`src/rtl/pmu_pkg.sv`:
```
// Shared PMU definitions: instruction encodings and the readback serializer state set.
package pmu_pkg;

    localparam logic [3:0] INSTR_SCAN = 4'd0;
    localparam logic [3:0] INSTR_MEM  = 4'd1;
    localparam logic [3:0] INSTR_AES  = 4'd2;
    localparam logic [3:0] INSTR_KEY  = 4'd3;

    typedef enum logic [1:0] {
        ST_IDLE   = 2'd0,
        ST_SHIFT  = 2'd1,
        ST_PARITY = 2'd2,
        ST_DONE   = 2'd3
    } piso_state_t;

endpackage

```
`src/rtl/piso_shifter.sv`:
```
// Datapath of the readback serializer: shift register, bit counter and, with PISO_PARITY_EN,
// the running even-parity accumulator over emitted bits.
module piso_shifter #(
    parameter int unsigned AES_DATA_WIDTH = 128,
    parameter int unsigned MEM_DATA_WIDTH = 32,
    parameter int unsigned CNT_WIDTH      = 8
) (
    input  logic                      clk,
    input  logic                      rst,
    input  logic                      load,
    input  logic                      load_wide,
    input  logic [AES_DATA_WIDTH-1:0] aes_data_i,
    input  logic [MEM_DATA_WIDTH-1:0] mem_data_i,
    input  logic                      shift,
    input  logic                      clear,
    output logic                      bit0,
`ifdef PISO_PARITY_EN
    output logic                      parity,
`endif
    output logic                      last
);

    logic [AES_DATA_WIDTH-1:0] shreg;
    logic [CNT_WIDTH-1:0]      cnt;
    logic [CNT_WIDTH-1:0]      len;

    always_ff @(posedge clk or negedge rst) begin
        if (!rst) begin
            shreg <= '0;
            cnt   <= '0;
            len   <= '0;
        end else if (load) begin
            shreg <= load_wide ? aes_data_i
                               : {{(AES_DATA_WIDTH-MEM_DATA_WIDTH){1'b0}}, mem_data_i};
            len   <= load_wide ? CNT_WIDTH'(AES_DATA_WIDTH) : CNT_WIDTH'(MEM_DATA_WIDTH);
            cnt   <= '0;
        end else if (clear) begin
            shreg <= '0;
            cnt   <= '0;
        end else if (shift) begin
            shreg <= shreg >> 1;
            cnt   <= cnt + CNT_WIDTH'(1);
        end
    end

`ifdef PISO_PARITY_EN
    always_ff @(posedge clk or negedge rst) begin
        if (!rst) begin
            parity <= 1'b0;
        end else if (load || clear) begin
            parity <= 1'b0;
        end else if (shift) begin
            parity <= parity ^ shreg[0];
        end
    end
`endif

    assign bit0 = shreg[0];
    assign last = (cnt == len - CNT_WIDTH'(1));

endmodule

```
`src/rtl/piso_readback.sv`:
```
// PMU readback serializer: captures an AES/scan or memory word and emits it LSB-first under en.
// Optional PISO_PARITY_EN appends one even-parity bit per frame.
module piso_readback
    import pmu_pkg::*;
#(
    parameter int unsigned AES_DATA_WIDTH = 128,
    parameter int unsigned MEM_DATA_WIDTH = 32,
    parameter int unsigned CNT_WIDTH      = 8
) (
    input  logic                      clk,
    input  logic                      rst,
    input  logic                      en,
    input  logic                      load,
    input  logic [3:0]                instruction,
    input  logic [AES_DATA_WIDTH-1:0] aes_data_i,
    input  logic [MEM_DATA_WIDTH-1:0] mem_data_i,
    output logic                      data_o,
    output logic                      valid_o,
    output logic                      busy,
    output logic                      done
);

    piso_state_t state;
    logic        load_ok;
    logic        sh_load;
    logic        sh_shift;
    logic        sh_clear;
    logic        sh_bit0;
    logic        sh_last;
`ifdef PISO_PARITY_EN
    logic        sh_parity;
`endif

    // Key material (INSTR_KEY) and unassigned codes never start a frame.
    assign load_ok = (instruction == INSTR_SCAN) || (instruction == INSTR_MEM) ||
                     (instruction == INSTR_AES);

    always_comb begin
        sh_load  = 1'b0;
        sh_shift = 1'b0;
        sh_clear = 1'b0;
        case (state)
            ST_IDLE:  sh_load  = load && load_ok;
            ST_SHIFT: sh_shift = en;
            ST_DONE:  sh_clear = 1'b1;
            default:  ;
        endcase
    end

    piso_shifter #(
        .AES_DATA_WIDTH (AES_DATA_WIDTH),
        .MEM_DATA_WIDTH (MEM_DATA_WIDTH),
        .CNT_WIDTH      (CNT_WIDTH)
    ) u_shifter (
        .clk        (clk),
        .rst        (rst),
        .load       (sh_load),
        .load_wide  (instruction != INSTR_MEM),
        .aes_data_i (aes_data_i),
        .mem_data_i (mem_data_i),
        .shift      (sh_shift),
        .clear      (sh_clear),
        .bit0       (sh_bit0),
`ifdef PISO_PARITY_EN
        .parity     (sh_parity),
`endif
        .last       (sh_last)
    );

    always_ff @(posedge clk or negedge rst) begin
        if (!rst) begin
            state   <= ST_IDLE;
            data_o  <= 1'b0;
            valid_o <= 1'b0;
            busy    <= 1'b0;
            done    <= 1'b0;
        end else begin
            done <= 1'b0;
            case (state)
                ST_IDLE: begin
                    valid_o <= 1'b0;
                    if (load && load_ok) begin
                        busy  <= 1'b1;
                        state <= ST_SHIFT;
                    end
                end
                ST_SHIFT: begin
                    if (en) begin
                        data_o  <= sh_bit0;
                        valid_o <= 1'b1;
                        if (sh_last) begin
`ifdef PISO_PARITY_EN
                            state <= ST_PARITY;
`else
                            state <= ST_DONE;
`endif
                        end
                    end else begin
                        valid_o <= 1'b0;
                    end
                end
`ifdef PISO_PARITY_EN
                ST_PARITY: begin
                    if (en) begin
                        data_o  <= sh_parity;
                        valid_o <= 1'b1;
                        state   <= ST_DONE;
                    end else begin
                        valid_o <= 1'b0;
                    end
                end
`endif
                ST_DONE: begin
                    valid_o <= 1'b0;
                    data_o  <= 1'b0;
                    done    <= 1'b1;
                    busy    <= 1'b0;
                    state   <= ST_IDLE;
                end
                default: state <= ST_IDLE;
            endcase
        end
    end

endmodule

```
`config.mk`:
```
export PLATFORM = sky130hd
export DESIGN_NAME = piso_readback
export DESIGN_NICKNAME = d
export VERILOG_FILES = /design/src/rtl/pmu_pkg.sv /design/src/rtl/piso_shifter.sv /design/src/rtl/piso_readback.sv
export SDC_FILE = /design/constraint.sdc
export NUM_CORES = 1
export LEC_CHECK = 0
export ABC_AREA = 1
export ABC_CLOCK_PERIOD_IN_PS = 2300
export BUFFER_PORTS_ARGS = -buffer_cell sky130_fd_sc_hd__buf_2
export CAP_MARGIN = 0
export CELL_PAD_IN_SITES_DETAIL_PLACEMENT = 0
export CELL_PAD_IN_SITES_GLOBAL_PLACEMENT = 1
export CORE_MARGIN = 3
export CORE_UTILIZATION = 38
export DETAILED_ROUTE_END_ITERATION = 16
export GPL_TIMING_DRIVEN = 1
export PLACE_DENSITY = 0.9
export SYNTH_ARGS = -nofsm -noshare
export SYNTH_HDL_FRONTEND = slang
export SYNTH_SLANG_ARGS = --single-unit
```
`constraint.sdc`:
```
create_clock -name clk -period 2.3 [get_ports clk]
set_clock_uncertainty 0.2 [all_clocks]
set_input_delay 0.115 -clock clk [delete_from_list [all_inputs] [get_ports clk]]
set_output_delay 0.115 -clock clk [all_outputs]
set_load 0.02 [all_outputs]
```
==> flow_summary.yaml <==
run_status:
  outcome: "finished clean"
placed_design:
  placement.setup.worst_slack_ps: 162
  place.detailed.instances: 1603
  place_hpwl_um: 13100
  place_congestion: 0.743
  numPortBuffers: 171
  post_dp_cell_area_mm2: 0.00914
timing:
  setup_slack_ps: 213
  period_share_pct: 90.7
  drv_slew: 0
  setup-tns-final_ps: 0
  measured_slew_at_the_worst_slew_check_pin_ps: 789
  rsz0062_at_grt: "false"
  hold-worst-slack_ps: 76.4
  setup_violations: 0
  period_needed_ps: 2090
  hold_viol: 0
  achievable-frequency_mhz: 479
  relSlewSlack_pct: 47.4
route:
  wl_um: 22800
  routed_via_count_divided_by_cell_count: 4.65
  routed.top_layer: "met4"
  avgRoutedWirePerCell_um: 12.7
  wl_met1_um: 10700
  antenna_left: 0
  drc: 0
  wl_met2_um: 10600
  detailroute.via_count: 8352
  drt_first_iter_violations: 549
  met3_wire_len_um: 1350
  drtPass1Iterations: 6
clock_network:
  cts_tree: "done"
  worst_skew_pair.late_latency_ps: 420
  clk_path_buf_depth: 2
  cts.reportedPaths.clkPinSlew_ps: 60
  cts_buffers: 17
  cts.htree.levels: 4
  clock_sink_count: 144
  post-cts-setup-buffers: 0
  clockRootBuffer: "clkbuf_16"
global_routing:
  grt_antenna_before_repair: 0
  globalRouteOverflowTotal: 0
  first_global_vias: 7881
  grt_pass1_wl_um: 37400
  maximum_number_of_pins_on_one_net_before_global_route_repair: 145
  grt_use_total_pct: 19.9
pwr:
  p_leak_nw: 6.42
  p_per_area_mw_per_mm2: 896
  vdd_drop_max_uv: 523
worst_setup_path:
  timing.critical_path.arrival_ps: 2240
  start_kind: "flip-flop"
  cp_cell_sequence: "inv_1 -> ha_2 -> nand4_1 -> buf_4 -> nor2_4 -> buf_12 -> nand2_1 -> o21ai_0 -> nand2_1 -> inv_1"
  critical_path.endpoint_type: "flip-flop"
  cp_slowest_cell: "dfrtp_1"
  cpLargestDelayFamily: "buffers and inverters"
  timing.critical_path.required_ps: 2450
  worst-path-buf-inv: 4
  crit_path_max_incr_delay_ps: 410
  worstSetupPathType: "reg2reg"
  worstPathMaxFanout: 53
cells_and_area:
  design_area_mm2: 0.0114
  layout-drive-gt1-share_pct: 15.0
  syn2layout_area_growth_pct: 41.9
  antenna_cells_inserted: 0
  instances_no_fill: 1797
  layout.nets: 1688
die:
  area_of_the_die_mm2: 0.0229
  die_x_um: 151
  floorplan.die.height_um: 151
  std_cell_rows: 52
  floorplan.initialDensity_pct: 39.1
  num_io_pins: 172
  core_mm2: 0.0205
logic_synthesis:
  synth_seq_area_share_pct: 45.0
  synthesis.area_per_instance_um2: 6.60
  synth.cell_area_mm2: 0.00801
  postSynthCellCount: 1213
  yosys.cell_types.count: 25
  ys_seq_elements: 144
  syn_nets: 1386
  ys_warn_count: 0
worst_hold_path:
  hold_path_class: "in2reg"
flow_run:
  maxCapViolations: 0
[metal layers]
| metal | vias up | track usage, % |
|---|---|---|
| met5 | - | 0 |
| met4 | 0 | 4.31 |
| met3 | 18 | 3.80 |
| met2 | 240 | 32.3 |
| met1 | 3819 | 27.7 |
| li1 | 4275 | - |
[cells in the final DEF, fill, tap and decap left out, types with 3 or more instances in the layout]
master,synthesis,layout
dlygate4sd3_1,0,163
bufinv_16,0,3
a21oi_1,8,8
dfrtp_1,144,144
clkinv_2,0,5
nand3_1,120,120
nor2_1,57,57
buf_12,0,9
nand2_1,631,631
ha_1,5,4
clkbuf_16,0,17
buf_2,30,170
inv_1,107,107
nor2_4,3,3
o21ai_0,53,53
buf_4,6,10
[synthesized netlist by cell type]
cell type / instances / area, um^2
inv_1: 107 / 402
a21oi_1: 8 / 40.0
o21ai_1: 1 / 5.00
a2bb2oi_1: 1 / 8.76
nand3_1: 120 / 601
buf_2: 30 / 150
nand2_1: 631 / 2370
buf_4: 6 / 45.0
clkinv_1: 1 / 3.75
ha_1: 5 / 62.6
dfrtp_1: 144 / 3600
a21o_1: 1 / 7.51
nand4_1: 2 / 12.5
nor3_1: 1 / 5.00
o21a_1: 1 / 7.51
nor2_1: 57 / 214
buf_6: 1 / 11.3
buf_1: 4 / 15.0
clkbuf_1: 30 / 113
xnor2_1: 1 / 8.76
nor2_4: 3 / 33.8
o21ai_0: 53 / 265
inv_2: 3 / 11.3
nor2_2: 1 / 6.26
nand2_4: 1 / 11.3
[stage by stage]
stage                     power (mW)  utilization (%)
final                           10.2             55.5
after global routing            11.1             55.5
after CTS                       10.3             55.4
after detailed placement        7.23             44.6
after global placement          7.14             44.6
after floorplan                 6.36                -
[path summary, 6_finish.rpt]
path | slack, ps | startpoint | cells after the start | to
max | 210 | state[0]$_DFFE_PN0P_ | 10 | u_shifter.shreg[108]$_DFFE_PN0P_
min | 80 | instruction[0] | 5 | state[1]$_DFFE_PN0P_
max reg2reg | 210 | state[0]$_DFFE_PN0P_ | 10 | u_shifter.shreg[108]$_DFFE_PN0P_
min reg2reg | 280 | valid_o$_DFFE_PN0P_ | 2 | valid_o$_DFFE_PN0P_
max in group asynchronous | 1140 | rst | 3 | u_shifter.shreg[9]$_DFFE_PN0P_
min in group asynchronous | 190 | rst | 3 | u_shifter.shreg[58]$_DFFE_PN0P_
[flip-flops by register name (all words and copies together) (netlist names)]
name	cells
valid_o	1
data_o	1
state	2
u_shifter.len	2
u_shifter.shreg	128
done	1
u_shifter.cnt	8
busy	1
[report_power, final]
group,switching [mW],total [mW],internal (mW)
registers,0.523,4.04,3.52
clock network,1.05,2.77,1.72
logic,1.91,3.37,1.46
[cells by family after synthesis]
| logic type | share of synthesized area [%] |
|---|---|
| xor gates and xnor gates | 0.109 |
| adders and majority gates | 0.781 |
| AOI/OAI and AO/OA | 4.17 |
| buffers and inverters | 9.37 |
| DFF | 45.0 |
| and+or+nand+nor | 40.6 |
[what timing repair did]
action | in CTS | in global routing
endpoints found under the hold margin | 275 | 0
hold buffers | 163 | 0
setup endpoints to repair | 0 | 4
gates resized for setup | 0 | 4
[layout make-up]
| type | instances | area (um^2) |
|---|---|---|
| Timing Repair Buffer | 354 | 2760 |
| Multi-Input combinational cell | 887 | 3660 |
| Clock inverter | 11 | 140 |
| Sequential cell | 144 | 3600 |
| Tap cell | 270 | 338 |
| Fill cell | 1955 | 9130 |
| Clock buffer | 20 | 447 |
| Inverter | 111 | 419 |
[worst min-delay path: stages]
cell and delay (ps):
buf_2 90, nand2_1 90, nand3_1 140, a21oi_1 80
a21oi_1 120
No activity file was read; power rests on OpenSTA's default activity.
